## src/rtl/seg_pkg.sv

```systemverilog
// Shared types and the hex glyph table for the multiplexed seven-segment scanner.
// Glyphs are active-low {dp,g,f,e,d,c,b,a}; the decimal point is left off (1) here.
package seg_pkg;

    typedef logic [7:0] seg_t;

    localparam seg_t GLYPH_TABLE [16] = '{
        8'hC0, 8'hF9, 8'hA4, 8'hB0,   // 0 1 2 3
        8'h99, 8'h92, 8'h82, 8'hF8,   // 4 5 6 7
        8'h80, 8'h90, 8'h88, 8'h83,   // 8 9 A b
        8'hC6, 8'hA1, 8'h86, 8'h8E    // C d E F
    };

    function automatic seg_t seg_decode(input logic [3:0] nibble);
        return GLYPH_TABLE[nibble];
    endfunction

endpackage

```

## src/rtl/lz_blank.sv

```systemverilog
// Leading-zero masking: flags every digit above digit 0 that is zero together
// with all digits above it. Digit 0 is never flagged so a value of zero still shows.
module lz_blank #(
    parameter int NUM_DIGITS = 8
) (
    input  logic [4*NUM_DIGITS-1:0] digits,
    input  logic                    lz_en,
    output logic [NUM_DIGITS-1:0]   suppress
);

    logic zero_run;

    always_comb begin
        zero_run = 1'b1;
        suppress = '0;
        for (int i = NUM_DIGITS - 1; i >= 1; i--) begin
            zero_run    = zero_run && (digits[4*i +: 4] == 4'h0);
            suppress[i] = lz_en && zero_run;
        end
    end

endmodule

```

## src/rtl/seg_scan_ctrl.sv

```systemverilog
// Time-multiplexed seven-segment scanner with per-frame input shadowing,
// PWM brightness, blinking, leading-zero blanking and an anode-off guard per slot.
module seg_scan_ctrl
    import seg_pkg::*;
#(
    parameter int NUM_DIGITS = 8,
    parameter int SCAN_LOG2  = 16,
    parameter int BRIGHT_W   = 4,
    parameter int DEAD_CYC   = 64
) (
    input  logic                    clk,
    input  logic                    rst_n,
    input  logic [4*NUM_DIGITS-1:0] digits_in,
    input  logic [NUM_DIGITS-1:0]   dp_mask,
    input  logic [NUM_DIGITS-1:0]   blink_mask,
    input  logic                    blink_phase,
    input  logic                    lz_en,
    input  logic [BRIGHT_W-1:0]     brightness,
    output seg_t                    seg_out,
    output logic [NUM_DIGITS-1:0]   an_out,
    output logic                    frame_done
);

    localparam int DIG_W = (NUM_DIGITS > 1) ? $clog2(NUM_DIGITS) : 1;
    localparam logic [DIG_W-1:0]     DIG_LAST  = DIG_W'(NUM_DIGITS - 1);
    localparam logic [SCAN_LOG2-1:0] DEAD_SLOT = SCAN_LOG2'(DEAD_CYC);

    logic [SCAN_LOG2-1:0]    slot_cnt;
    logic [DIG_W-1:0]        dig;

    logic [4*NUM_DIGITS-1:0] sh_digits;
    logic [NUM_DIGITS-1:0]   sh_dp;
    logic [NUM_DIGITS-1:0]   sh_blink;
    logic                    sh_lz_en;
    logic [BRIGHT_W-1:0]     sh_bright;

    logic [NUM_DIGITS-1:0]   lz_sup;
    logic [3:0]              cur_nib;
    logic                    cur_dp;
    logic                    cur_blink;
    logic                    cur_sup;
    logic                    lit;
    seg_t                    glyph;
    seg_t                    seg_next;
    logic [NUM_DIGITS-1:0]   an_next;

    lz_blank #(
        .NUM_DIGITS (NUM_DIGITS)
    ) u_lz_blank (
        .digits   (sh_digits),
        .lz_en    (sh_lz_en),
        .suppress (lz_sup)
    );

    assign frame_done = (dig == DIG_LAST) && (&slot_cnt);

    always_ff @(posedge clk) begin
        if (!rst_n) begin
            slot_cnt <= '0;
            dig      <= '0;
        end else begin
            slot_cnt <= slot_cnt + 1'b1;
            if (&slot_cnt) begin
                dig <= (dig == DIG_LAST) ? '0 : dig + 1'b1;
            end
        end
    end

    // Shadows only move at the frame boundary so a frame is never shown half-updated.
    always_ff @(posedge clk) begin
        if (!rst_n) begin
            sh_digits <= '0;
            sh_dp     <= '0;
            sh_blink  <= '0;
            sh_lz_en  <= 1'b0;
            sh_bright <= '0;
        end else if (frame_done) begin
            sh_digits <= digits_in;
            sh_dp     <= dp_mask;
            sh_blink  <= blink_mask;
            sh_lz_en  <= lz_en;
            sh_bright <= brightness;
        end
    end

    always_comb begin
        cur_nib   = 4'h0;
        cur_dp    = 1'b0;
        cur_blink = 1'b0;
        cur_sup   = 1'b0;
        for (int i = 0; i < NUM_DIGITS; i++) begin
            if (dig == DIG_W'(i)) begin
                cur_nib   = sh_digits[4*i +: 4];
                cur_dp    = sh_dp[i];
                cur_blink = sh_blink[i];
                cur_sup   = lz_sup[i];
            end
        end

        // blink_phase is deliberately live so blinking reacts within one cycle.
        lit = (slot_cnt >= DEAD_SLOT)
           && (slot_cnt[SCAN_LOG2-1 -: BRIGHT_W] < sh_bright)
           && !(cur_blink && blink_phase)
           && !cur_sup;

        glyph    = seg_decode(cur_nib);
        seg_next = lit ? {~cur_dp, glyph[6:0]} : 8'hFF;
        an_next  = '1;
        for (int i = 0; i < NUM_DIGITS; i++) begin
            if (lit && (dig == DIG_W'(i))) begin
                an_next[i] = 1'b0;
            end
        end
    end

    always_ff @(posedge clk) begin
        if (!rst_n) begin
            seg_out <= 8'hFF;
            an_out  <= '1;
        end else begin
            seg_out <= seg_next;
            an_out  <= an_next;
        end
    end

endmodule

```

## config.mk

```make
export PLATFORM = sky130hd
export DESIGN_NAME = seg_scan_ctrl
export DESIGN_NICKNAME = d
export VERILOG_FILES = /design/src/rtl/seg_pkg.sv /design/src/rtl/lz_blank.sv /design/src/rtl/seg_scan_ctrl.sv
export SDC_FILE = /design/constraint.sdc
export NUM_CORES = 1
export LEC_CHECK = 0
export BUFFER_PORTS_ARGS = -buffer_cell sky130_fd_sc_hd__buf_4
export CAP_MARGIN = 10
export CORE_MARGIN = 8
export CORE_UTILIZATION = 40
export CTS_BUF_LIST = sky130_fd_sc_hd__clkbuf_8
export DETAILED_ROUTE_END_ITERATION = 8
export PLACE_DENSITY_LB_ADDON = 0.15
export SETUP_SLACK_MARGIN = 0.05
export SYNTH_ARGS = -nofsm -noshare
export SYNTH_HDL_FRONTEND = slang
export SYNTH_SLANG_ARGS = --single-unit
export TNS_END_PERCENT = 100
```

## constraint.sdc

```tcl
create_clock -name clk -period 4.1 [get_ports clk]
set_clock_uncertainty 0.15 [all_clocks]
set_input_delay 0.82 -clock clk [delete_from_list [all_inputs] [get_ports clk]]
set_output_delay 0.82 -clock clk [all_outputs]
set_load 0.02 [all_outputs]
```

==> results.py, run 1 <==
metrics = {
    "run_status": {
        "status": "finished clean",
    },
    "logic_synthesis": {
        "postSynthAreaPerCell_um2": 8.72,
        "yosysTopAreaCellShare_pct": 38.8,
        "ys_top_cells_by_area": "dfxtp_1 39%, a21oi_2 9.6%, nand2_1 7.1%, nand2_2 6.9%, ha_1 4.4%",
        "ys_ff_latch": 88,
        "synth_edf_count": 0,
        "syn_inst": 521,
        "yosysWarnings": 0,
        "synth_top_area_cell": "dfxtp_1",
        "synthFlopType": "dfxtp_1",
        "async_reset_ff_share_pct": 0,
        "ys_seq_area_share_pct": 38.8,
        "synth.distinct_cells": 59,
        "syn-num-nets": 593,
        "syn_area_um2": 4540,
    },
    "clock_tree": {
        "root_buffer": "clkbuf_8",
        "tritoncts": "built",
        "cts.path.max_buffers": 2,
        "clkTransAtPathRegs_ns": 0.08,
        "clock_latency_ns": 0.36,
        "cts_resized": 0,
        "post-cts-setup-buffer-count": 0,
        "htreeDepth": 3,
        "cts_buffers": 9,
        "hold_buffers": 0,
        "numClockSinks": 88,
    },
    "global_route": {
        "antenna_found_initial": 0,
        "grt_overflow": 0,
        "track_usage_pct": 14.6,
        "grt_max_degree": 69,
        "grt_pass1_wl_mm": 17.8,
        "grt_pass1_vias": 3683,
    },
    "run": {
        "max_cap_viol_count": 0,
    },
    "sta": {
        "hold_viol": 0,
        "period_minus_slack_ns": 3.54,
        "tightest_slew_ns": 1.03,
        "slew_viol_final": 0,
        "fin_crit_sh_pct": 86.3,
        "setup_viol": 0,
        "relSlewSlack_pct": 31.6,
        "finalSetupTns_ns": 0,
        "timing.fmax_mhz": 283,
        "rsz0062_at_grt": "no",
        "setup_ws_ns": 0.563,
    },
    "power": {
        "ir_drop_mv": 0.112,
        "total_power_mw": 1.51,
        "p_leak_nw": 1.82,
        "power_density_nw_per_um2": 289,
    },
    "floorplanning": {
        "die_height_um": 123,
        "initial_core_util_pct": 40.3,
        "pin_count": 73,
        "num_rows": 39,
        "chipWidth_um": 123,
        "dieArea_um2": 15000,
        "core-area_um2": 11300,
    },
    "final_layout": {
        "layout_commonest_cell": "dfxtp_1",
        "layout.cells.non_filler": 721,
        "area_growth_pct": 14.9,
        "nets": 646,
        "antennaDiodeCount": 0,
        "final_util_pct": 46.3,
        "final_cell_mix": "88 x dfxtp_1, 86 x nand2_1, 74 x buf_4",
        "drive_gt1_share_pct": 34.1,
    },
    "place": {
        "port_buffers": 72,
        "dp_hpwl_mm": 7.76,
        "place_worst_setup_slack_ns": 0.617,
        "gp_congestion": 0.865,
        "placedCellCount": 706,
    },
    "drt": {
        "ant_nets": 0,
        "route.detailed.drc": 0,
        "post_drt_wl_per_cell_um": 14.8,
        "drt_iter0_drc": 205,
        "vias": 3693,
        "viasPerCell": 5.12,
        "dr.pass1.iters": 5,
        "wirelength_mm": 10.7,
    },
    "hold_path": {
        "hold_class": "reg2reg",
    },
    "critical_path": {
        "path_max_fanout": 22,
        "cp_data_arrival_time_ns": 3.60,
        "start_kind": "register",
        "required_ns": 4.16,
        "worstSetupEndpointType": "register",
        "path_class": "reg2reg",
    },
}
-- final cells by class --
class	count	area, um2
well taps	143	179
repair buffers	74	556
inverters	22	82.6
clock buffers	10	138
fillers	1112	6050
multi-input cells	379	2450
clock inverters	5	50.0
flip-flops and latches	88	1760
-- cells in the mapped netlist, drive strengths merged (6+ instances only) --
library cell	instances
nand2	136
dfxtp	88
a21oi	76
buf	26
inv	21
nand3	20
nor2	20
o21ai	19
ha	16
nor4	8
clkbuf	6
nand3b	6
or3	6
xor2	6
-- worst max-delay path, stage by stage (launching register included) --
cell and delay (ns):
dfxtp_1 0.77, inv_1 0.22, ha_1 0.40, or2_1 0.33, a221oi_1 0.28, a2111oi_0 0.13, nor2_1 0.31, inv_1 0.15
ha_1 0.31, nor2_1 0.05, a211oi_1 0.22, o21ai_1 0.08
-- registers in the layout, summed over array words and instances, names as in the netlist, 3 cells and up --
name	flops
seg_out	8
slot_cnt	16
an_out	8
sh_dp	8
sh_bright	4
dig	3
sh_blink	8
sh_digits	32
-- power by group --
part           internal (mW)  leakage [nW]  switching, mW  total (mW)
clock                  0.290         0.101          0.290       0.580
sequential             0.856         0.710        0.00244       0.859
combinational         0.0382          1.01         0.0300      0.0683
total                   1.18          1.82          0.323        1.51
-- per-layer routing --
layer  wire (um)  track usage [%]  share of wire [%]  vias to the layer above
met1        5140             19.5                 48                     1723
met5           0                0                  0                        -
met3         412             3.08                3.9                       14
met4         157             5.64                1.5                        0
li1            -                -                  -                     1886
met2        4970             22.7                 47                       70
-- worst paths after layout --
kind	start	endpoint	slack, ns	depth (start not counted)
worst min register to register	sh_bright[2]$_SDFFE_PN0P_	sh_bright[2]$_SDFFE_PN0P_	0.30	2
worst min-delay path	sh_bright[2]$_SDFFE_PN0P_	sh_bright[2]$_SDFFE_PN0P_	0.30	2
worst max-delay path	dig[2]$_SDFFE_PN0P_	seg_out[3]$_SDFF_PN1_	0.56	11
worst max register to register	dig[2]$_SDFFE_PN0P_	seg_out[3]$_SDFF_PN1_	0.56	11
-- cells by family after synthesis --
family,share of synthesized area [%]
adder cells (fa/ha/maj),4.41
AO/OA/AOI/OAI,22.2
buffers and inverters,7.21
AND/OR/NAND/NOR,25.1
multiplexers,0.441
XOR/XNOR,1.93
flip-flops,38.8
-- through the flow --
step | area [um2] | hold slack [ns]
2_1_floorplan | 4540 | 0.280
3_3_place_gp | 5030 | 0.291
3_5_place_dp | 5030 | 0.297
4_1_cts | 5220 | 0.308
5_1_grt | 5220 | 0.328
6_report | 5220 | 0.304
Note: power is estimated with default switching activity, not from simulation.
==> inputs of run 2 (changes only) <==
Settings changed: BUFFER_PORTS_ARGS -buffer_cell sky130_fd_sc_hd__buf_4 to not set, DONT_BUFFER_PORTS set to 1.
==> run 2 against run 1 <==
Non-clock buffer count is 70 lower. Core utilization is 4.5 points lower. Total power is 0.48% higher. Wire length is 1.2% higher. Largest power group unchanged. Combinational power is 66% lower. Clock power is 9.0% higher.
==> results.py, run 2 (same netlist as run 1, synthesis figures left out) <==
metrics = {
    "final_layout": {
        "final_cell_mix": "88 x dfxtp_1, 86 x nand2_1, 50 x nand2_2, 50 x a21oi_2, 26 x a21oi_1",
        "nFillCells": 1150,
        "largest_reg_flops": 32,
        "area_growth_pct": 3.72,
        "layout.cells.non_filler": 652,
        "largest_register": "sh_digits",
        "antennaDiodeCount": 0,
        "drive_gt1_share_pct": 25.5,
        "top_regs": "sh_digits x32, slot_cnt x16",
        "layout_commonest_cell": "dfxtp_1",
        "regArea_um2": 1760,
        "multi_input_area_um2": 2450,
        "nets": 576,
    },
    "sta": {
        "fin_crit_sh_pct": 79.7,
        "rsz0062_at_grt": "no",
        "period_minus_slack_ns": 3.27,
        "tightest_slew_ns": 1.03,
        "hold_viol": 0,
        "relSlewSlack_pct": 31.2,
        "finalSetupTns_ns": 0,
        "setup_viol": 0,
        "slew_viol_final": 0,
        "timing.fmax_mhz": 306,
    },
    "power": {
        "ir_drop_mv": 0.166,
        "power_density_nw_per_um2": 321,
        "p_leak_nw": 1.50,
    },
    "drt": {
        "dr.pass1.iters": 4,
        "vias": 3465,
        "route.detailed.drc": 0,
        "viasPerCell": 5.31,
        "post_drt_wl_per_cell_um": 16.6,
        "wirelength_mm": 10.8,
        "drt_iter0_drc": 132,
        "ant_nets": 0,
    },
    "critical_path": {
        "cp_data_arrival_time_ns": 3.35,
        "path_class": "reg2reg",
        "path_max_fanout": 26,
        "worstSetupEndpointType": "register",
        "required_ns": 4.18,
        "start_kind": "register",
    },
    "clock_tree": {
        "clock_latency_ns": 0.38,
        "tritoncts": "built",
        "cts_buffers": 9,
        "cts.path.max_buffers": 2,
        "numClockSinks": 88,
        "cts_resized": 0,
        "root_buffer": "clkbuf_8",
        "htreeDepth": 3,
        "post-cts-setup-buffer-count": 0,
        "clkTransAtPathRegs_ns": 0.09,
        "hold_buffers": 0,
    },
    "floorplanning": {
        "pin_count": 73,
        "die_height_um": 123,
        "chipWidth_um": 123,
        "dieArea_um2": 15000,
        "initial_core_util_pct": 40.3,
        "num_rows": 39,
        "core-area_um2": 11300,
    },
    "place": {
        "dp_hpwl_mm": 7.66,
        "gp_congestion": 0.796,
        "port_buffers": 0,
        "placedCellCount": 636,
    },
    "global_route": {
        "grt_overflow": 0,
        "antenna_found_initial": 0,
        "track_usage_pct": 15.0,
        "grt_max_degree": 69,
        "grt_pass1_vias": 3473,
        "grt_pass1_wl_mm": 17.7,
    },
    "run": {
        "max_cap_viol_count": 0,
    },
    "run_status": {
        "status": "finished clean",
    },
    "hold_path": {
        "hold_class": "reg2reg",
    },
}
## run 2: worst paths after layout
kind,startpoint,endpoint,slack [ns],cells after the start
max,dig[1]$_SDFFE_PN0P_,seg_out[3]$_SDFF_PN1_,0.83,11
min,sh_bright[1]$_SDFFE_PN0P_,sh_bright[1]$_SDFFE_PN0P_,0.31,2
max reg2reg,dig[1]$_SDFFE_PN0P_,seg_out[3]$_SDFF_PN1_,0.83,11
min reg2reg,sh_bright[1]$_SDFFE_PN0P_,sh_bright[1]$_SDFFE_PN0P_,0.31,2
## run 2: routing by layer
metal  vias to the layer above  global-route usage [%]  share of wire, %
li1                       1745                       -                 -
met1                      1630                    19.2                47
met2                        79                    23.0                45
met3                        11                    5.43               6.3
met4                         0                    5.10               1.5
met5                         -                       0                 0
## run 2: stage by stage
step                      power [mW]  setup WS, ns  utilization, %  hold slack [ns]  area [um2]
final                           1.51         0.834            41.8            0.306        4710
after global placement         0.902          1.02            40.0            0.290        4510
after detailed placement       0.903         0.864            40.0            0.294        4510
after global routing            1.58         0.567            41.8            0.329        4710
after CTS                       1.53         0.850            41.8            0.307        4710
after floorplan                0.898          1.40               -            0.280        4540
## run 2: where the power goes
part | internal, mW | switching [mW]
Combinational | 0.00554 | 0.0178
Sequential | 0.856 | 0.00250
Clock | 0.314 | 0.318
## run 2: cell type report
class | count | share of cell area [%]
repair buffers | 4 | 0.637
multi-input cells | 379 | 52.1
flip-flops and latches | 88 | 37.4
clock buffers | 11 | 3.21
inverters | 22 | 1.75
well taps | 143 | 3.80
clock inverters | 5 | 1.14
## run 2: critical path: stages, from the launching register on
cell and delay (ns):
dfxtp_1 0.39, inv_1 0.08, ha_1 0.48, o21a_1 0.35
nor2_1 0.33, o21ai_0 0.15, o21ai_1 0.40, inv_1 0.12
ha_1 0.32, nor2_1 0.05, a211oi_1 0.19, o21ai_1 0.08
